`src/rtl/serial_pattern_pkg.sv`:
```
// Shared types for the serial pattern transmitter: FSM state encoding and frame constants.
package serial_pattern_pkg;

  typedef enum logic [1:0] {
    IDLE     = 2'd0,
    PREAMBLE = 2'd1,
    DATA     = 2'd2,
    GAP      = 2'd3
  } state_t;

  localparam int GAP_LEN = 1;

endpackage

```
`src/rtl/piso_shift.sv`:
```
// Parallel-in serial-out shifter, MSB first; load wins over shift.
// msb_next is the MSB the register will hold after the coming edge, so callers can register it.
module piso_shift #(
  parameter int WIDTH = 8
) (
  input  logic             clk,
  input  logic             rst_n,
  input  logic             load,
  input  logic             shift,
  input  logic [WIDTH-1:0] din,
  output logic             msb_next
);

  logic [WIDTH-1:0] sr;
  logic             shifted_msb;

  always_ff @(posedge clk or negedge rst_n) begin
    if (!rst_n) begin
      sr <= '0;
    end else if (load) begin
      sr <= din;
    end else if (shift) begin
      sr <= sr << 1;
    end
  end

  generate
    if (WIDTH > 1) begin : g_wide
      assign shifted_msb = sr[WIDTH-2];
    end else begin : g_one
      assign shifted_msb = 1'b0;
    end
  endgenerate

  always_comb begin
    msb_next = sr[WIDTH-1];
    if (load) begin
      msb_next = din[WIDTH-1];
    end else if (shift) begin
      msb_next = shifted_msb;
    end
  end

endmodule

```
`src/rtl/serial_pattern_tx.sv`:
```
// Serial frame source: '1' preamble, data MSB-first, one '0' gap, repeated cmd_repeat+1 times.
// First preamble bit one cycle after the handshake; commands are accepted only when idle.
module serial_pattern_tx
  import serial_pattern_pkg::*;
#(
  parameter int WIDTH        = 8,
  parameter int PREAMBLE_LEN = 2,
  parameter int CNT_W        = 4
) (
  input  logic             clk,
  input  logic             rst_n,
  input  logic             cmd_valid,
  output logic             cmd_ready,
  input  logic [WIDTH-1:0] cmd_data,
  input  logic [CNT_W-1:0] cmd_repeat,
  output logic             tx_bit,
  output logic             tx_active,
  output logic             tx_frame_start,
  output logic             done
);

  localparam int MAX_LEN   = (PREAMBLE_LEN > WIDTH) ? PREAMBLE_LEN : WIDTH;
  localparam int BIT_CNT_W = $clog2(MAX_LEN) + 1;

  localparam logic [BIT_CNT_W-1:0] PRE_LAST  = BIT_CNT_W'(PREAMBLE_LEN - 1);
  localparam logic [BIT_CNT_W-1:0] DATA_LAST = BIT_CNT_W'(WIDTH - 1);
  localparam logic [BIT_CNT_W-1:0] GAP_LAST  = BIT_CNT_W'(GAP_LEN - 1);

  state_t                 state;
  state_t                 state_next;
  logic [BIT_CNT_W-1:0]   bit_cnt;
  logic [CNT_W-1:0]       rep_cnt;
  logic [WIDTH-1:0]       data_q;

  logic                   accept;
  logic                   sr_load;
  logic                   sr_shift;
  logic                   rep_dec;
  logic [WIDTH-1:0]       sr_din;
  logic                   msb_next;
  logic                   tx_bit_next;

  // The captured copy feeds every reload so cmd_data may change while busy.
  assign sr_din = accept ? cmd_data : data_q;

  piso_shift #(
    .WIDTH (WIDTH)
  ) u_piso (
    .clk      (clk),
    .rst_n    (rst_n),
    .load     (sr_load),
    .shift    (sr_shift),
    .din      (sr_din),
    .msb_next (msb_next)
  );

  always_comb begin
    state_next  = state;
    accept      = 1'b0;
    sr_load     = 1'b0;
    sr_shift    = 1'b0;
    rep_dec     = 1'b0;
    case (state)
      IDLE: begin
        if (cmd_valid && cmd_ready) begin
          accept     = 1'b1;
          sr_load    = 1'b1;
          state_next = PREAMBLE;
        end
      end
      PREAMBLE: begin
        if (bit_cnt == PRE_LAST) begin
          state_next = DATA;
        end
      end
      DATA: begin
        sr_shift = 1'b1;
        if (bit_cnt == DATA_LAST) begin
          state_next = GAP;
        end
      end
      GAP: begin
        if (bit_cnt == GAP_LAST) begin
          if (rep_cnt != '0) begin
            rep_dec    = 1'b1;
            sr_load    = 1'b1;
            state_next = PREAMBLE;
          end else begin
            state_next = IDLE;
          end
        end
      end
      default: state_next = IDLE;
    endcase
    // Outputs are registered from the next state so they line up with it.
    tx_bit_next = (state_next == PREAMBLE) || ((state_next == DATA) && msb_next);
  end

  always_ff @(posedge clk or negedge rst_n) begin
    if (!rst_n) begin
      state          <= IDLE;
      tx_bit         <= 1'b0;
      tx_active      <= 1'b0;
      tx_frame_start <= 1'b0;
      done           <= 1'b0;
      cmd_ready      <= 1'b1;
    end else begin
      state          <= state_next;
      tx_bit         <= tx_bit_next;
      tx_active      <= (state_next != IDLE);
      tx_frame_start <= (state_next == PREAMBLE) && (state != PREAMBLE);
      done           <= (state == GAP) && (state_next == IDLE);
      cmd_ready      <= (state_next == IDLE);
    end
  end

  always_ff @(posedge clk or negedge rst_n) begin
    if (!rst_n) begin
      bit_cnt <= '0;
      rep_cnt <= '0;
      data_q  <= '0;
    end else begin
      if ((state_next != state) || (state == IDLE)) begin
        bit_cnt <= '0;
      end else begin
        bit_cnt <= bit_cnt + 1'b1;
      end
      if (accept) begin
        rep_cnt <= cmd_repeat;
        data_q  <= cmd_data;
      end else if (rep_dec) begin
        rep_cnt <= rep_cnt - 1'b1;
      end
    end
  end

endmodule

```
`config.mk`:
```
export PLATFORM = sky130hd
export DESIGN_NAME = serial_pattern_tx
export DESIGN_NICKNAME = d
export VERILOG_FILES = /design/src/rtl/serial_pattern_pkg.sv /design/src/rtl/piso_shift.sv /design/src/rtl/serial_pattern_tx.sv
export SDC_FILE = /design/constraint.sdc
export NUM_CORES = 1
export LEC_CHECK = 0
export BUFFER_PORTS_ARGS = -buffer_cell sky130_fd_sc_hd__buf_2
export CAP_MARGIN = 20
export CORE_ASPECT_RATIO = 0.5
export CORE_MARGIN = 10
export CORE_UTILIZATION = 55
export CTS_CLUSTER_SIZE = 14
export DETAILED_ROUTE_END_ITERATION = 8
export GPL_TIMING_DRIVEN = 1
export PLACE_DENSITY = 0.76
export SETUP_SLACK_MARGIN = 0.2
export SYNTH_ARGS = -nofsm -noshare
export SYNTH_HDL_FRONTEND = slang
export SYNTH_SLANG_ARGS = --single-unit
```
`constraint.sdc`:
```
create_clock -name clk -period 2.1 [get_ports clk]
set_input_delay 0.21 -clock clk [delete_from_list [all_inputs] [get_ports clk]]
set_output_delay 0.21 -clock clk [all_outputs]
set_load 0.01 [all_outputs]
```
## Word level (Yosys, flattened, before mapping)

Cells that the tools add are included.

- Register bits: 31
- Latch bits: 0
- Memory bits (writable): 0
- Memory bits (read-only): 0
- Input port bits: 15
- Memories kept: 0

- Add/subtract/negate cells: 2
- Multiply operators: 0
- Div/mod/pow operators: 0
- Order comparisons: 0
- Equal/unequal tests: 9
- Shift-type cells: 0
- Muxes and demuxes: 21
- Bitwise operators: 0
- Reductions and logical operators: 13

Operator list:

| cell | count |
|---|---|
| $mux W8 | 3 |
| $mux W4 | 3 |
| $mux W1 | 9 |
| $mux W2 | 4 |
| $pmux W2 S4 | 1 |
| $eq A2 B2 Y1 const B | 3 |
| $reduce_bool A2 Y1 | 3 |
| $add A4 B1 Y4 const B | 1 |
| $eq A2 B1 Y1 const B | 2 |
| $eq A4 B1 Y1 const B | 1 |
| $eq A4 B3 Y1 const B | 1 |
| $logic_and A1 B1 Y1 | 4 |
| $logic_not A2 Y1 | 2 |
| $logic_not A4 Y1 | 1 |
| $reduce_bool A4 Y1 | 1 |
| $sub A4 B1 Y4 const B | 1 |
| $logic_or A1 B1 Y1 | 2 |
| $ne A2 B1 Y1 const B | 1 |
| $ne A2 B2 Y1 | 1 |
| $pmux W1 S2 | 1 |

## Depth between registers and ports, before layout

- Depth after elaboration: 7
- Gate-level depth with buffers: 8
- Gate-level depth less buffers: 7

## Modules after synthesis

From an unflattened synthesis, not the netlist that was laid out.

- Cell total of the unflattened synthesis: 167
- Area total of the unflattened synthesis: 1,645.3 µm²

Modules (own cells, without submodules):

| module | times used | cells each | area each (µm²) | seq. area each (µm²) |
|---|---|---|---|---|
| serial_pattern_tx | 1 | 132 | 1,271.2 | 576.8 |
| piso_shift | 1 | 35 | 374.1 | 200.2 |

## Worst setup path after synthesis

OpenSTA, ideal clock, no wires.

- Path type: reg-to-reg
- From: reg rep_cnt[0]
- To: reg bit_cnt[2]
- Library setup time: 0.134 ns
- Data arrival time: 1.772 ns
- Data required time: 1.966 ns
- Path slack: 0.194 ns
- Cell stages (with the launch flop): 8
- Path buffers: 0
- Path through: dfrtp_1 -> inv_1 -> ha_1 -> or3b_1 -> a311o_1 -> nand2_1 -> mux2i_1 -> nor3_1

- Longest elaborated chain between the ends: 7

RTL lines:

| element | line | text |
|---|---|---|
| start: declaration | serial_pattern_tx.sv:32 | `logic [CNT_W-1:0] rep_cnt;` |
| start signal: assignment | serial_pattern_tx.sv:129 | `rep_cnt <= cmd_repeat;` |
| start signal: assignment | serial_pattern_tx.sv:132 | `rep_cnt <= rep_cnt - 1'b1;` |
| $reduce_bool A4 Y1 | serial_pattern_tx.sv:84 | `if (rep_cnt != '0) begin` |
| $mux W1 | serial_pattern_tx.sv:84 |  |
| $mux W2 | serial_pattern_tx.sv:83 | `if (bit_cnt == GAP_LAST) begin` |
| $pmux W2 S4 | serial_pattern_tx.sv:63 | `case (state)` |
| $ne A2 B2 Y1 | serial_pattern_tx.sv:123 | `if ((state_next != state) \|\| (state == IDLE)) begin` |
| $logic_or A1 B1 Y1 | serial_pattern_tx.sv:123 |  |
| $mux W4 | serial_pattern_tx.sv:123 |  |
| end signal: assignment | serial_pattern_tx.sv:126 | `bit_cnt <= bit_cnt + 1'b1;` |
| end: declaration | serial_pattern_tx.sv:31 | `logic [BIT_CNT_W-1:0] bit_cnt;` |

No other way between the ends.
A chain may end at the register's enable or synchronous reset.

## Worst setup path after layout

Ends and elaborated chain as after synthesis.

==> results.txt <==
Crit path arrival time -> 2.10 ns
Yosys reg bits -> 31
GRT met2 Usage -> 18.3%
Fin Setup TNS -> 0 ns
post-synthesis async set-or-reset flop share -> 100%
Worst Setup SP -> rep_cnt[0]
Hold Path Origin -> cmd_repeat[3]
DR DRC count -> 0
share of layout cells above drive strength 1 -> 34.7%
Cell Area, Placed -> 0.00170 mm^2
Initial Utilization -> 58.4%
outcome -> complete, no violations
crit start category -> flop
Layout Nets -> 196
worst-skew pair later-pin latency -> 0.28 ns
initial antenna violation count -> 0
Ys Warns -> 0
CP Data Required Time -> 2.26 ns
Pwr Total -> 1.06 mW
Final Wtd Congestion -> 0.827
Pleak -> 0.969 nW
IR Drop Worst-Case VDD -> 0.000378 V
first-pass GRT wire length -> 5030 um
full die area -> 0.00544 mm^2
area grow syn2layout -> 22.1%
R2R Path Start -> rep_cnt[0]
endpoints failing setup -> 0
die height -> 57.4 um
final hold vios -> 0
global route overflow -> 0
fmax -> 516 MHz
Slew @ Worst Pin -> 0.686 ns
input/output buffers -> 19
DRT iter0 DRCs -> 71
TritonRoute pass-1 iters -> 4
# Max-Cap Violations -> 0
final worst path period share -> 92.3%
Hold Crit Class -> in2reg
Final Max Slew Viols -> 0
clk sinks -> 31
vias in the first global route -> 1138
Max clock buf depth -> 2
PD cells -> 565 mW/mm^2
met3 Use GR -> 4.04%
crit path kind -> reg2reg
drt wl/cell -> 14.9 um
Clock Skew -> 0.00306 ns
crit path capture type -> flop
root buf cell -> clkbuf_8
vias -> 1119
site row count -> 13
Most used DFF post-synth -> dfrtp_1
Slew headroom -> 54.3%
number of flops mapped to enable cells by yosys -> 0
M1 GR Usage -> 14.1%
Top Usage Layer GRT -> met2
Syn Nets -> 164
CTS Buf Count -> 5
Die X -> 94.8 um
Clk pin slew, worst setup/hold paths -> 0.06 ns
unrepaired setup endpoints after global routing -> yes
HPWL after DPL -> 2110 um
CP Max Fanout -> 4
post-synthesis average cell area -> 11.0 um^2
Min Hold Slack -> 0.178 ns
Post-Synthesis Cells -> 140
WL final -> 3120 um
Top Ports -> 20
sequential share of the synthesized area -> 50.5%
Synth cell types -> 33
mapped cell area -> 0.00154 mm^2
n_diodes -> 0
post-route ant nets -> 0
largest net degree at the start of global routing -> 32
fin crit period -> 1.94 ns
CTS tree -> done
total track usage -> 11.6%
fin area -> 0.00188 mm^2
# H-tree levels -> 2
Core Area -> 0.00264 mm^2
vias per cell -> 5.33
[registers in the layout, indices dropped and copies added, names as in the netlist]
name and flops:
tx_frame_start 1, done 1, rep_cnt 4, u_piso.sr 8, state 2, bit_cnt 4
cmd_ready 1, data_q 8, tx_bit 1, tx_active 1
[per-layer routing]
metal  vias up  share of wire [%]
met3         4                3.6
li1        547                  -
met1       542                 45
met5         -                  0
met4         0                1.2
met2        26                 51
[path summary, 6_finish.rpt]
check	to	slack, ns	cells past startpoint
min in group asynchronous	data_q[4]	0.50	2
worst max register to register	bit_cnt[2]	0.16	7
worst max-delay path	bit_cnt[2]	0.16	7
max in group asynchronous	state[1]	1.12	2
worst min register to register	data_q[1]	0.50	1
worst min-delay path	rep_cnt[3]	0.18	3
[stage by stage]
stage / cells / worst slack (ns) / utilization (%)
2_1_floorplan: 140 / 0.215 / -
3_3_place_gp: 197 / 0.171 / 64.5
3_5_place_dp: 197 / 0.107 / 64.5
4_1_cts: 206 / 0.197 / 68.2
5_1_grt: 210 / 0.0769 / 71.3
6_report: 210 / 0.162 / 71.3
[cells by family after synthesis]
group	synth area share, %
AOI/OAI and AO/OA	11.7
xor gates and xnor gates	2.85
adders and majority gates	7.32
buffers and inverters	3.09
DFF	50.5
muxes	11.1
and+or+nand+nor	13.3
[synth_stat cells, drive strengths merged, types with 2 or more instances]
cell	n	share of area [%]
mux2	9	6.6
dfrtp	30	49
inv	9	2.2
o21ai	9	3.2
a21oi	8	2.6
nand3	4	1.3
nor2	11	2.8
or3b	3	1.7
xnor2	3	1.7
nand2	12	2.9
nand2b	2	0.81
buf	2	0.65
xor2	2	1.1
ha	9	7.3
nor3	4	1.3
mux2i	7	4.6
a211o	2	1.1
[placed cells by master, fill, tap and decap left out, types with 2 or more instances in the layout]
| cell | instances |
|---|---|
| dfrtp_1 | 29 |
| buf_2 | 19 |
| nand2_1 | 11 |
| nor2_1 | 10 |
| inv_1 | 9 |
| mux2_2 | 9 |
| o21ai_0 | 8 |
| ha_1 | 8 |
| a21oi_1 | 7 |
| buf_4 | 7 |
| mux2i_1 | 6 |
| clkbuf_8 | 5 |
| nand3_1 | 4 |
| or3b_4 | 3 |
| xnor2_1 | 3 |
| nor3_1 | 3 |
| a211o_1 | 2 |
| nand2b_1 | 2 |
| xor2_1 | 2 |
| clkbuf_1 | 2 |
[where the power goes]
part           internal, mW  switching [mW]  leakage, nW
Combinational        0.0103          0.0146        0.523
Clock                 0.232           0.207       0.0422
Sequential            0.597               0        0.404
Total                 0.840           0.222        0.969
[what timing repair did]
| action | 4_1_cts | 5_1_grt |
|---|---|---|
| setup buffers | 0 | 4 |
| endpoints found under the hold margin | 30 | 0 |
| gates resized for setup | 2 | 11 |
| pin swaps | 1 | 1 |
| hold buffers | 1 | 0 |
| endpoints found under the setup margin | 14 | 15 |
[worst max-delay path, stage by stage (launching register included)]
cell	delay, ns
dfrtp_1	0.40
inv_1	0.07
ha_1	0.16
or3b_4	0.39
a311o_1	0.31
nand2_2	0.11
mux2i_4	0.29
nor3_1	0.09
[cell type report]
type	instances	area (um^2)
Inverter	9	33.8
Fill cell	201	757
Tap cell	37	46.3
Clock inverter	1	5.00
Timing Repair Buffer	28	169
Multi-Input combinational cell	97	769
Clock buffer	7	76.3
Sequential cell	31	778
Note: power is estimated with default switching activity, not from simulation.
